==> config.mk <==
export PLATFORM = sky130hd
export DESIGN_NAME = ascon_xor_inject
export DESIGN_NICKNAME = d
export VERILOG_FILES = /design/src/rtl/ascon_pack.sv /design/src/rtl/ascon_pad.sv /design/src/rtl/ascon_xor_inject.sv
export SDC_FILE = /design/constraint.sdc
export NUM_CORES = 2
export LEC_CHECK = 0
export CELL_PAD_IN_SITES_DETAIL_PLACEMENT = 1
export CELL_PAD_IN_SITES_GLOBAL_PLACEMENT = 1
export CORE_AREA = 2 2 408 410
export DETAILED_ROUTE_END_ITERATION = 7
export DIE_AREA = 0 0 410 412
export HOLD_SLACK_MARGIN = 0.05
export PLACE_DENSITY_LB_ADDON = 0.1
export SYNTH_ARGS = -nofsm -noshare
export SYNTH_HDL_FRONTEND = slang
export SYNTH_SLANG_ARGS = --single-unit
==> constraint.sdc <==
create_clock -name clock_i -period 23.9 [get_ports clock_i]
set_input_delay 4.78 -clock clock_i [delete_from_list [all_inputs] [get_ports clock_i]]
set_output_delay 4.78 -clock clock_i [all_outputs]
set_load 0.02 [all_outputs]
==> src/rtl/ascon_pack.sv <==
// Shared ASCON types: the 320-bit state, the XOR-injection operation codes and rate constants.
package ascon_pack;

  localparam int RATE_128  = 64;
  localparam int RATE_128A = 128;

  // Element [i] is state word xi.
  typedef logic [4:0][63:0] type_state;

  typedef enum logic [2:0] {
    XM_PASS      = 3'd0,
    XM_DATA      = 3'd1,
    XM_KEY_BEGIN = 3'd2,
    XM_KEY_END   = 3'd3,
    XM_DOMAIN    = 3'd4,
    XM_TAG       = 3'd5
  } xor_mode_t;

endpackage

==> src/rtl/ascon_pad.sv <==
// Turns a valid-byte count into a MSB-first byte mask and the 0x80 padding byte that follows it.
module ascon_pad
  import ascon_pack::*;
#(
  parameter int RATE_W = RATE_128
) (
  input  logic [$clog2(RATE_W/8):0] bytes_i,
  output logic [RATE_W-1:0]         mask_o,
  output logic [RATE_W-1:0]         pad_o,
  output logic                      ovf_o
);

  localparam int NB = RATE_W / 8;
  localparam int BW = $clog2(NB) + 1;

  // Byte b counts from the MSB; a full block has no pad byte since b never reaches NB.
  for (genvar b = 0; b < NB; b++) begin : g_byte
    assign mask_o[RATE_W-1-8*b -: 8] = (bytes_i > BW'(b))  ? 8'hFF : 8'h00;
    assign pad_o[RATE_W-1-8*b -: 8]  = (bytes_i == BW'(b)) ? 8'h80 : 8'h00;
  end

  assign ovf_o = (bytes_i > BW'(NB));

endmodule

==> src/rtl/ascon_xor_inject.sv <==
// Registered XOR-injection stage between the ASCON state register and the permutation.
module ascon_xor_inject
  import ascon_pack::*;
#(
  parameter int RATE_W = RATE_128
) (
  input  logic                      clock_i,
  input  logic                      reset_i,
  input  logic                      in_valid_i,
  output logic                      in_ready_o,
  input  xor_mode_t                 mode_i,
  input  logic                      decrypt_i,
  input  type_state                 state_i,
  input  logic [RATE_W-1:0]         data_i,
  input  logic [$clog2(RATE_W/8):0] bytes_i,
  input  logic [127:0]              key_i,
  output logic                      out_valid_o,
  input  logic                      out_ready_i,
  output type_state                 state_o,
  output logic [RATE_W-1:0]         text_o,
  output logic [127:0]              tag_o,
  output logic [15:0]               block_cnt_o,
  output logic                      err_o
);

  localparam int         RW    = RATE_W / 64;
  localparam logic [2:0] KE_HI = 3'(RW);
  localparam logic [2:0] KE_LO = 3'(RW + 1);

  logic [RATE_W-1:0] mask, pad, rate_in, rate_out, text_res;
  logic              bytes_ovf, accept, res_ill;
  type_state         data_state, res_state;
  logic [RATE_W-1:0] res_text;
  logic [127:0]      res_tag;

  logic              vld_q, vld_d, err_q, err_d;
  type_state         state_q, state_d;
  logic [RATE_W-1:0] text_q, text_d;
  logic [127:0]      tag_q, tag_d;
  logic [15:0]       cnt_q, cnt_d;

  ascon_pad #(.RATE_W(RATE_W)) u_pad (
    .bytes_i (bytes_i),
    .mask_o  (mask),
    .pad_o   (pad),
    .ovf_o   (bytes_ovf)
  );

  // Rate words x0..x[RW-1] form one MSB-first vector lining up with data_i.
  for (genvar w = 0; w < 5; w++) begin : g_word
    if (w < RW) begin : g_rate
      assign rate_in[RATE_W-1-64*w -: 64] = state_i[w];
      assign data_state[w] = rate_out[RATE_W-1-64*w -: 64];
    end else begin : g_cap
      assign data_state[w] = state_i[w];
    end
  end

  always_comb begin
    if (decrypt_i) begin
      rate_out = ((data_i & mask) | (rate_in & ~mask)) ^ pad;
      text_res = (rate_in ^ data_i) & mask;
    end else begin
      rate_out = rate_in ^ ((data_i & mask) | pad);
      text_res = rate_out & mask;
    end
  end

  always_comb begin
    res_state = state_i;
    res_text  = '0;
    res_tag   = '0;
    res_ill   = 1'b0;
    case (mode_i)
      XM_PASS: begin
      end
      XM_DATA: begin
        if (bytes_ovf) begin
          res_ill = 1'b1;
        end else begin
          res_state = data_state;
          res_text  = text_res;
        end
      end
      XM_KEY_BEGIN: begin
        res_state[3] = state_i[3] ^ key_i[127:64];
        res_state[4] = state_i[4] ^ key_i[63:0];
      end
      XM_KEY_END: begin
        res_state[KE_HI] = state_i[KE_HI] ^ key_i[127:64];
        res_state[KE_LO] = state_i[KE_LO] ^ key_i[63:0];
      end
      XM_DOMAIN: begin
        res_state[4][0] = ~state_i[4][0];
      end
      XM_TAG: begin
        res_tag = {state_i[3] ^ key_i[127:64], state_i[4] ^ key_i[63:0]};
      end
      default: begin
        res_ill = 1'b1;
      end
    endcase
  end

  assign in_ready_o = !vld_q || out_ready_i;
  assign accept     = in_valid_i && in_ready_o;

  // Result register: loads on accept, otherwise holds until drained.
  always_comb begin
    vld_d   = vld_q;
    state_d = state_q;
    text_d  = text_q;
    tag_d   = tag_q;
    cnt_d   = cnt_q;
    err_d   = err_q;
    if (accept) begin
      vld_d   = 1'b1;
      state_d = res_state;
      text_d  = res_text;
      tag_d   = res_tag;
      err_d   = err_q | res_ill;
      if (mode_i == XM_DATA && !res_ill) begin
        if (cnt_q != 16'hFFFF) cnt_d = cnt_q + 16'd1;
      end else if (mode_i == XM_KEY_BEGIN) begin
        cnt_d = '0;
      end
    end else if (out_ready_i) begin
      vld_d = 1'b0;
    end
  end

  always_ff @(posedge clock_i or posedge reset_i) begin
    if (reset_i) begin
      vld_q   <= 1'b0;
      state_q <= '0;
      text_q  <= '0;
      tag_q   <= '0;
      cnt_q   <= '0;
      err_q   <= 1'b0;
    end else begin
      vld_q   <= vld_d;
      state_q <= state_d;
      text_q  <= text_d;
      tag_q   <= tag_d;
      cnt_q   <= cnt_d;
      err_q   <= err_d;
    end
  end

  assign out_valid_o = vld_q;
  assign state_o     = state_q;
  assign text_o      = text_q;
  assign tag_o       = tag_q;
  assign block_cnt_o = cnt_q;
  assign err_o       = err_q;

endmodule

==> metrics <==
largest family of logic cells by synthesized area=XOR/XNOR gates; worst stage delay on the critical path=0.67 ns; max frequency=91.03 MHz; DP Worst Slack=12.88 ns; VDD IR max=0.00004690 V; max cap viols=0; Final Critical Period=10.99 ns; Die Area=0.1689 sq mm; M1 GR Usage=19.75%; # rows=149; multiplexer area fraction after synthesis=0.2531%; initial antenna violation count=61; RSZ-0062 raised after global routing=no; Crit path required time=19.12 ns; Hold WC Path Type=register to register; fin cells=6022; Critical-path top delay cell=clkdlybuf4s50_1; Post-synth EDFFs=0; Via density=3.991; design area=0.04119 sq mm; Final Max Slew Viols=0; worst slew pin tran=1.055 ns; WP data arrival=6.21 ns; 1st-iter DRT viols=1009; grt met2 use=31.63%; Post-Synth Simple-Gate Area=14.77%; Worst Setup Path Type=primary input to output port; area share of the largest cell type after synthesis=51.59%; dpl cell area=0.03867 sq mm; Bufs and invs on worst path=2; CTS sink cnt=530; CTS root buf=clkbuf_16; top-count cell post-synth=nand2_1; Lkg Pwr=16.14 nW; Tcrit/Tclk final=45.97%; GRT busiest layer=met2; sequential area share after synthesis=51.59%; CTS Buf Count=78; nature of the critical path endpoint=output port; area delta synth->final=60.22%; first-pass GRT wire length=208100 microns; TritonCTS clock tree=built; IO Count=1055; drt pass-1 iters=6; synth top area cells=dfrtp_1, nand2_1, xor2_1, o21ai_0, xnor2_1; final setup margin=12.91 ns; cell count after placement=5880; hpwl dp=116900 microns; Max Clock Skew=0.03223 ns; All-Layer GR Usage=17.40%; vias in the first global route=24640; Final ANT Viol Nets=0; Die Y-Extent=412 microns; total congestion overflow=0; share of cells above drive strength 1=4.629%; DRT Wirelength=151800 microns; Initial Util=15.65%; Synth Warn #=0; gpl congestion=0.8101; vias=24030; Synth top cells by count=nand2_1, dfrtp_1, o21ai_0; mean post-synth cell area=9.308 sq um; hold_buf cts=0; worst path cell trace=clkdlybuf4s50_1 -> nand2b_1 -> clkdlybuf4s50_1; Final #Nets=4296; Synth area leader=dfrtp_1; worst hold path depth=2; xor/xnor cell area share of the yosys netlist=15.77%; compound-cell area share of the yosys netlist=14.94%; Setup crit start kind=primary input; Syn Inst Count=2762; clock-pin slew on the worst setup and hold paths=0.05 ns; Largest delay share family, worst path=buffers and inverters; max_slew headroom=29.12%; final hold violations=0; DR WL/cell=25.21 microns; Post-Synth Adder-Cell Area=0.1265%; Setup Fix Bufs, Post-CTS=0; Unique masters post-synth=66; syn_nets=3287; chip width=410 microns; Pwr per Cell Area=70.99 mW/mm^2; flops & latches, synth=530; CP max FO=5; Register-to-Register Path Depth=6; PostCTS Resize Cnt=0; endpoints failing setup=0; clk buf depth=3; DRC Markers=0; synthesized cell area=0.02571 sq mm; Async SR Flop Fraction=100.0%; final core occ=25.08%; CP most frequent cell=clkdlybuf4s50_1; number of port buffers=1054; largest net degree at the start of global routing=145; H-tree Lvls=3; met3 Use GR=5.203%; Fin Setup TNS=0 ns; ys flop type=dfrtp_1; Critical Path Stages=3; core box area=0.1642 sq mm; status=finished, final reports clean; Worst-Skew Late Latency=0.69 ns
-- worst register-to-register path, cell delays in order (launching register included) --
cell and delay (ns):
dfrtp_1 0.37, nand2b_1 0.19, nand2_4 0.51, buf_4 0.73, buf_4 0.78, buf_4 0.87
o21ai_0 0.28
-- logic make-up (layout without fill, tap and decap cells) --
group,Yosys count,after routing
AO/OA/AOI/OAI,672,672
buffers and inverters,163,1225
AND/OR/NAND/NOR,925,925
multiplexers,6,6
flip-flops,530,530
adder cells (fa/ha/maj),3,3
XOR/XNOR,463,463
other,0,9
-- through the flow --
stage          power (mW)  hold slack, ns
6_report            2.924          0.4725
5_1_grt             3.070          0.4991
4_1_cts             3.000          0.4811
3_5_place_dp        1.787          0.4648
3_3_place_gp        1.786          0.4612
2_1_floorplan       1.344          0.5872
-- where the power goes --
group	switching, mW	leakage (nW)	internal [mW]	total (mW)
logic	0.401	8.08	0.312	0.712
registers	0.0524	6.83	0.991	1.04
clock network	0.487	1.23	0.682	1.17
-- cell type report --
class / instances / area (sq um)
Inverter: 5 / 26.28
Fill cell: 18870 / 123100
Clock inverter: 19 / 221.5
Tap cell: 2189 / 2739
Sequential cell: 530 / 13260
Antenna cell: 9 / 22.52
Timing Repair Buffer: 1087 / 10840
Clock buffer: 114 / 2277
Multi-Input combinational cell: 2069 / 11810
-- routing by layer --
layer | part of all wire (%) | up-vias
li1 | - | 11260
met1 | 39 | 11790
met2 | 52 | 730
met3 | 6.8 | 217
met4 | 2.3 | 42
met5 | 0.18 | -
-- registers in the layout (all words and copies together), names as in the netlist --
register / cells
err_o: 1
tag_o: 128
block_cnt_o: 16
text_o: 64
out_valid_o: 1
state_o: 320
-- layout by cell type, fill, tap and decap left out, types with 5 or more instances in the layout --
cell type | Yosys | final
o41ai_1 | 22 | 22
clkbuf_16 | 0 | 78
clkbuf_8 | 0 | 19
clkdlybuf4s50_1 | 0 | 1054
o21ai_1 | 20 | 20
nor3_1 | 10 | 10
nand3_1 | 25 | 25
a22o_1 | 48 | 48
or3_1 | 5 | 5
xor2_1 | 293 | 293
dfrtp_1 | 530 | 530
nor2_1 | 51 | 51
nand2_1 | 768 | 767
a21o_1 | 8 | 8
and3_1 | 22 | 22
nand4_1 | 10 | 10
xnor2_1 | 170 | 170
clkbuf_1 | 124 | 17
o221ai_1 | 14 | 14
buf_4 | 1 | 30
a31oi_1 | 9 | 9
o31ai_1 | 16 | 16
a21oi_1 | 62 | 62
o21ai_0 | 448 | 448
clkinv_2 | 0 | 9
diode_2 | 0 | 9
-- path summary, 6_finish.rpt --
| path | from | end | slack (ns) |
|---|---|---|---|
| min in group asynchronous | reset_i | text_o[45] | 4.57 |
| max in group asynchronous | reset_i | state_o[208] | 15.71 |
| setup / recovery | out_ready_i | in_ready_o | 12.91 |
| hold / removal | tag_o[58] | tag_o[58] | 0.47 |
| hold reg to reg | tag_o[58] | tag_o[58] | 0.47 |
| setup reg to reg | out_valid_o | state_o[86] | 20.03 |
No activity file was read; power rests on OpenSTA's default activity.
